===== src/rtl/wb_write_buffer_if.sv =====
// Bus bundle for the register-file write buffer: producer handshake,
// write-port drain, decode-stage forwarding lookups and occupancy status.
interface wb_write_buffer_if #(
    parameter int DEPTH  = 4,
    parameter int DATA_W = 16,
    parameter int ADDR_W = 3
);
    localparam int CNT_W = $clog2(DEPTH + 1);

    // Producer side
    logic              in_valid;
    logic              in_ready;
    logic [ADDR_W-1:0] in_addr;
    logic [DATA_W-1:0] in_data;

    // Register file write port
    logic              drain_en;
    logic              we;
    logic [ADDR_W-1:0] wr_addr;
    logic [DATA_W-1:0] wr_data;

    // Decode-stage operand lookups
    logic [ADDR_W-1:0] ra_addr;
    logic [ADDR_W-1:0] rb_addr;
    logic              ra_hit;
    logic [DATA_W-1:0] ra_fwd;
    logic              rb_hit;
    logic [DATA_W-1:0] rb_fwd;

    // Occupancy
    logic [CNT_W-1:0]  count;
    logic              full;
    logic              empty;

    modport master (
        output in_valid, in_addr, in_data, drain_en, ra_addr, rb_addr,
        input  in_ready, we, wr_addr, wr_data,
        input  ra_hit, ra_fwd, rb_hit, rb_fwd, count, full, empty
    );

    modport slave (
        input  in_valid, in_addr, in_data, drain_en, ra_addr, rb_addr,
        output in_ready, we, wr_addr, wr_data,
        output ra_hit, ra_fwd, rb_hit, rb_fwd, count, full, empty
    );
endinterface


===== src/rtl/wb_write_buffer.sv =====
// In-order write buffer in front of the register file write port.
// Results queue in a circular FIFO and drain oldest-first whenever the
// write port is granted; queued results are forwarded to the two decode
// read ports so operands are never stale while writes wait.
module wb_write_buffer #(
    parameter int DEPTH  = 4,
    parameter int DATA_W = 16,
    parameter int ADDR_W = 3
) (
    input  logic             clk,
    input  logic             rst_n,
    wb_write_buffer_if.slave bus
);
    localparam int PTR_W = (DEPTH > 1) ? $clog2(DEPTH) : 1;
    localparam int CNT_W = $clog2(DEPTH + 1);

    logic [PTR_W-1:0]  head_reg;
    logic [PTR_W-1:0]  tail_reg;
    logic [CNT_W-1:0]  count_reg;
    logic [ADDR_W-1:0] addr_mem [DEPTH];
    logic [DATA_W-1:0] data_mem [DEPTH];

    logic full_w;
    logic empty_w;
    logic push_w;
    logic pop_w;

    // Status comes from the registered count only, so in_ready never
    // depends on drain_en in the same cycle (no full-cycle bypass).
    assign full_w  = (count_reg == CNT_W'(DEPTH));
    assign empty_w = (count_reg == '0);
    assign push_w  = bus.in_valid && !full_w;
    assign pop_w   = bus.drain_en && !empty_w;

    assign bus.in_ready = !full_w;
    assign bus.full     = full_w;
    assign bus.empty    = empty_w;
    assign bus.count    = count_reg;
    assign bus.we       = pop_w;
    assign bus.wr_addr  = addr_mem[head_reg];
    assign bus.wr_data  = data_mem[head_reg];

    // Entry storage: clear everything on reset, write the tail slot on a push.
    always_ff @(posedge clk or negedge rst_n) begin
        if (!rst_n) begin
            for (int i = 0; i < DEPTH; i++) begin
                addr_mem[i] <= '0;
                data_mem[i] <= '0;
            end
        end else if (push_w) begin
            addr_mem[tail_reg] <= bus.in_addr;
            data_mem[tail_reg] <= bus.in_data;
        end
    end

    // Pointer and occupancy bookkeeping; pointers wrap naturally (power-of-two depth).
    always_ff @(posedge clk or negedge rst_n) begin
        if (!rst_n) begin
            head_reg  <= '0;
            tail_reg  <= '0;
            count_reg <= '0;
        end else begin
            if (push_w) begin
                tail_reg <= tail_reg + PTR_W'(1);
            end
            if (pop_w) begin
                head_reg <= head_reg + PTR_W'(1);
            end
            case ({push_w, pop_w})
                2'b10:   count_reg <= count_reg + CNT_W'(1);
                2'b01:   count_reg <= count_reg - CNT_W'(1);
                default: count_reg <= count_reg;
            endcase
        end
    end

    // One lookup per read port. Entries are scanned oldest to youngest by
    // logical age (head + k), so the last match is the youngest one and
    // physical wrap position never affects priority. The head entry being
    // drained this cycle is still scanned: it is not in the register file yet.
    for (genvar gi = 0; gi < 2; gi++) begin : g_fwd
        logic [ADDR_W-1:0] look_addr;
        logic              hit_w;
        logic [DATA_W-1:0] fwd_w;

        assign look_addr = (gi == 0) ? bus.ra_addr : bus.rb_addr;

        // Youngest occupied entry matching this port's index wins.
        always_comb begin
            hit_w = 1'b0;
            fwd_w = '0;
            for (int k = 0; k < DEPTH; k++) begin
                if ((CNT_W'(k) < count_reg) &&
                    (addr_mem[head_reg + PTR_W'(k)] == look_addr)) begin
                    hit_w = 1'b1;
                    fwd_w = data_mem[head_reg + PTR_W'(k)];
                end
            end
        end
    end

    assign bus.ra_hit = g_fwd[0].hit_w;
    assign bus.ra_fwd = g_fwd[0].fwd_w;
    assign bus.rb_hit = g_fwd[1].hit_w;
    assign bus.rb_fwd = g_fwd[1].fwd_w;
endmodule


===== src/flat_wrapper.sv =====
// flat-port wrapper written by rule: the top's interface ports become plain ports
module wb_write_buffer_flat 
#(
    parameter int DEPTH  = 4,
    parameter int DATA_W = 16,
    parameter int ADDR_W = 3
)
  (clk, rst_n, bus_in_valid, bus_in_addr, bus_in_data, bus_drain_en, bus_ra_addr, bus_rb_addr, bus_in_ready, bus_we, bus_wr_addr, bus_wr_data, bus_ra_hit, bus_ra_fwd, bus_rb_hit, bus_rb_fwd, bus_count, bus_full, bus_empty);
  wb_write_buffer_if #(.DEPTH(DEPTH), .DATA_W(DATA_W), .ADDR_W(ADDR_W)) bus_i ();
  input  logic clk;
  input  logic rst_n;
  input wire logic [$bits(bus_i.in_valid)-1:0] bus_in_valid;
  input wire logic [$bits(bus_i.in_addr)-1:0] bus_in_addr;
  input wire logic [$bits(bus_i.in_data)-1:0] bus_in_data;
  input wire logic [$bits(bus_i.drain_en)-1:0] bus_drain_en;
  input wire logic [$bits(bus_i.ra_addr)-1:0] bus_ra_addr;
  input wire logic [$bits(bus_i.rb_addr)-1:0] bus_rb_addr;
  output wire logic [$bits(bus_i.in_ready)-1:0] bus_in_ready;
  output wire logic [$bits(bus_i.we)-1:0] bus_we;
  output wire logic [$bits(bus_i.wr_addr)-1:0] bus_wr_addr;
  output wire logic [$bits(bus_i.wr_data)-1:0] bus_wr_data;
  output wire logic [$bits(bus_i.ra_hit)-1:0] bus_ra_hit;
  output wire logic [$bits(bus_i.ra_fwd)-1:0] bus_ra_fwd;
  output wire logic [$bits(bus_i.rb_hit)-1:0] bus_rb_hit;
  output wire logic [$bits(bus_i.rb_fwd)-1:0] bus_rb_fwd;
  output wire logic [$bits(bus_i.count)-1:0] bus_count;
  output wire logic [$bits(bus_i.full)-1:0] bus_full;
  output wire logic [$bits(bus_i.empty)-1:0] bus_empty;
  assign bus_i.in_valid = bus_in_valid;
  assign bus_i.in_addr = bus_in_addr;
  assign bus_i.in_data = bus_in_data;
  assign bus_i.drain_en = bus_drain_en;
  assign bus_i.ra_addr = bus_ra_addr;
  assign bus_i.rb_addr = bus_rb_addr;
  assign bus_in_ready = bus_i.in_ready;
  assign bus_we = bus_i.we;
  assign bus_wr_addr = bus_i.wr_addr;
  assign bus_wr_data = bus_i.wr_data;
  assign bus_ra_hit = bus_i.ra_hit;
  assign bus_ra_fwd = bus_i.ra_fwd;
  assign bus_rb_hit = bus_i.rb_hit;
  assign bus_rb_fwd = bus_i.rb_fwd;
  assign bus_count = bus_i.count;
  assign bus_full = bus_i.full;
  assign bus_empty = bus_i.empty;
  wb_write_buffer #(.DEPTH(DEPTH), .DATA_W(DATA_W), .ADDR_W(ADDR_W)) u_core (.clk(clk), .rst_n(rst_n), .bus(bus_i));
endmodule

===== config.mk =====
export PLATFORM = sky130hd
export DESIGN_NAME = wb_write_buffer_flat
export DESIGN_NICKNAME = d
export VERILOG_FILES = /design/src/rtl/wb_write_buffer_if.sv /design/src/rtl/wb_write_buffer.sv /design/src/flat_wrapper.sv
export SDC_FILE = /design/constraint.sdc
export NUM_CORES = 1
export LEC_CHECK = 0
export BUFFER_PORTS_ARGS = -buffer_cell sky130_fd_sc_hd__clkbuf_2
export CAP_MARGIN = 15
export CORE_MARGIN = 3
export CORE_UTILIZATION = 45
export DETAILED_ROUTE_END_ITERATION = 16
export GPL_ROUTABILITY_DRIVEN = 1
export GPL_TIMING_DRIVEN = 0
export PLACE_DENSITY_LB_ADDON = 0.15
export SYNTH_ARGS = -nofsm -noshare
export SYNTH_HDL_FRONTEND = slang
export SYNTH_SLANG_ARGS = --single-unit
export TNS_END_PERCENT = 20

===== constraint.sdc =====
create_clock -name clk -period 4.2 [get_ports clk]
set_input_delay 0.21 -clock clk [delete_from_list [all_inputs] [get_ports clk]]
set_output_delay 0.21 -clock clk [all_outputs]
set_load 0.01 [all_outputs]

==> metrics.md <==
| Metric | Value |
|---|---|
| Yosys top cell by area | `dfrtp_1` |
| Post-synthesis mux area share | `36.4%` |
| Top_reg_cell synth | `dfrtp_1` |
| Die X | `roughly 120 um` |
| Number of nets still failing antenna checks after routing | `0` |
| Vias | `5649` |
| Total negative slack | `0 ns` |
| Hpwl dp | `14900 um` |
| Max-Cap Viols | `0` |
| Startpoint types | `register` |
| Hold Slack | `approximately 0.13 ns` |
| Worst EP arrival | `3.64 ns` |
| Status | `finished clean` |
| Dpl cells | `846` |
| CP dominant cell by count | `buf_6` |
| Sequential cell area fraction in the yosys report | `32.7%` |
| #FFs+latches synth | `83` |
| Final hold violation count | `0` |
| Final period utilization | `91.8%` |
| Non-filler instance count after layout | `862` |
| Slew Limit Fails | `0` |
| Inserted Clock Buffers | `9` |
| Starting density of the core | `47.1%` |
| Row count | `42` |
| DRT Pass-1 Iters | `7` |
| Syn_area_per_cell | `10.9 um2` |
| Initial drt markers | `519` |
| Synth unique cells | `40` |
| Skew final | `0.0104 ns` |
| CP Max Fanout | `10` |
| Cell Area, Synth | `0.00636 mm2` |
| XOR/XNOR Fraction of Synth Area | `4.13%` |
| Total grt overflow | `0` |
| Synthesis Warnings | `0` |
| Root buffer cell | `clkbuf_16` |
| Number of remaining DRC errors | `0` |
| Synth Area in Adders | `1.77%` |
| Die height | `roughly 120 um` |
| Gr usage total | `26.9%` |
| Worst-Margin Slew | `roughly 0.96 ns` |
| Required time worst endpoint | `3.99 ns` |
| Crit path cell chain | `buf_6 -> mux4_2 -> xor2_1 -> nor3_2 -> a2111oi_4 -> buf_6 -> a211oi_1 -> o22ai_1 -> clkbuf_2` |
| Clock sink count | `83` |
| Crit path kind | `register to output pin` |
| Maximum clock path buffer count | `2` |
| Gpl congestion | `about 0.95` |
| Drt wl/cell | `24.5 um` |
| CP max-delay cell | `a2111oi_4` |
| Top cells by count, synth | `97 x mux2_2, 83 x dfrtp_1, 65 x o21ai_0` |
| Hold crit path type | `primary input to register` |
| CP Capture Type | `output pin` |
| Final wirelength | `roughly 21000 um` |
| Number of synthesized flops with an enable pin | `0` |
| CTS tree | `done` |
| Setup Buffers After CTS | `0` |
| Via/cell ratio | `6.55` |
| Fmax | `259 MHz` |
| Top cell type's share of synthesized area | `32.7%` |
| Initial antenna violation count | `0` |
| Synth Area in Compound Gates | `14.7%` |
| # H-tree levels | `3` |
| Worst slack at placement | `0.839 ns` |
| Post-Syn Nets | `622` |
| Final worst setup slack | `0.345 ns` |
| Number of nets in the layout | `720` |
| Post-Syn Instances | `584` |
| FFs w/ async S/R, synth | `100%` |
| Final setup fails | `0` |
| Max reg flops | `64` |
| Simple-gate share of the synthesized area | `6.20%` |
| Syn-to-layout area delta | `16.5%` |
| Vias in the first global route | `5866` |
| Final worst path period need | `3.85 ns` |
| Critical path's largest stage delay | `0.68 ns` |
| Clock slew at reported path FFs | `0.07 ns` |
| Setup repair after global routing missed its margin | `false` |
| N_diodes | `0` |
| Largest family of logic cells by synthesized area | `multiplexers` |
| Proportion of layout cells with a drive suffix above 1 | `37.3%` |
| Skew-Pair Late Insertion Delay | `0.35 ns` |
| Main area contributors after synthesis | `dfrtp_1 33%, mux2_2 17%, mux4_2 14%, mux2i_1 5.4%, o21ai_0 5.1%` |
| # IOs | `89` |
| Largest net degree at the start of global routing | `48` |
| First-pass GRT wire length | `33300 um` |
| Slew HR | `36.0%` |
| Die Footprint | `0.0156 mm2` |
| Core Area | `0.0135 mm2` |
| IO Port Bufs | `85` |
| Count leader, synth | `mux2_2` |
kinds of logic after synthesis:
group / after synthesis
mux: 170
compound gates: 151
flops: 83
simple gates: 81
buf+inv: 60
xor+xnor: 30
fa+ha+maj: 9
layer usage:
| layer | global-route usage (%) | routed length (um) | share of wire (%) |
|---|---|---|---|
| met2 | 44.0 | 10200 | 48 |
| met4 | 10.1 | 706 | 3.3 |
| met1 | 35.1 | 8340 | 40 |
| met3 | 5.79 | 1820 | 8.6 |
| met5 | 0 | 0 | 0 |
through the flow:
| step | cell area, um2 | utilization (%) |
|---|---|---|
| 2_1_floorplan | 6360 | - |
| 3_3_place_gp | 7000 | 51.9 |
| 3_5_place_dp | 7030 | 52.1 |
| 4_1_cts | 7410 | 54.8 |
| 5_1_grt | 7410 | 54.8 |
| 6_report | 7410 | 54.8 |
placed cells by master, fill, tap and decap left out, types with 2 or more instances in the layout:
cell type  count
mux2_2        97
clkbuf_2      84
dfrtp_1       83
o21ai_0       65
nand2_1       42
mux4_2        39
clkbuf_1      35
mux2i_1       34
o22ai_1       32
xnor2_1       16
a211oi_1      16
a31oi_1       16
o211ai_1      15
nor4_1        15
xor2_1        14
buf_2         10
ha_1           9
clkbuf_16      9
inv_1          7
nand4_1        5
nor2_1         4
nand3_1        4
bufinv_16      4
buf_6          3
buf_1          3
nand2b_1       2
nor2b_1        2
repair_timing:
action                    in CTS  in global routing
hold buffers                   1                  0
gates resized for setup        0                  0
hold endpoints to repair      36                  0
worst paths after layout:
kind	end	slack, ns	depth (start not counted)	startpoint
setup / recovery	bus_rb_fwd[5]	0.35	9	u_core.head_reg[0]
hold / removal	u_core.data_mem[8]	0.13	2	bus_in_data[8]
setup reg to reg	u_core.data_mem[12]	1.08	8	u_core.bus.count[1]
hold reg to reg	u_core.data_mem[38]	0.55	1	u_core.data_mem[38]
max in group asynchronous	u_core.data_mem[7]	3.16	3	rst_n
min in group asynchronous	u_core.addr_mem[2]	0.41	2	rst_n
worst max-delay path: cells and delay by family (launching register included):
kind / cells / cell delay (ns)
buffers and inverters: 3 / 0.54
and+or+nand+nor: 1 / 0.17
muxes: 1 / 0.56
AOI/OAI and AO/OA: 3 / 1.02
xor gates and xnor gates: 1 / 0.66
DFF: 1 / 0.34
area by class of cell:
cell class / instances / area [um2]
inverters: 8 / 30.0
multi-input cells: 441 / 4020
fillers: 1172 / 6100
plain buffers: 52 / 234
well taps: 176 / 220
clock inverters: 5 / 125
repair buffers: 87 / 465
clock buffers: 10 / 239
flip-flops and latches: 83 / 2080
Power is not shown: default switching activity piles up to over one toggle a cycle in this logic, so the estimate is an artifact.
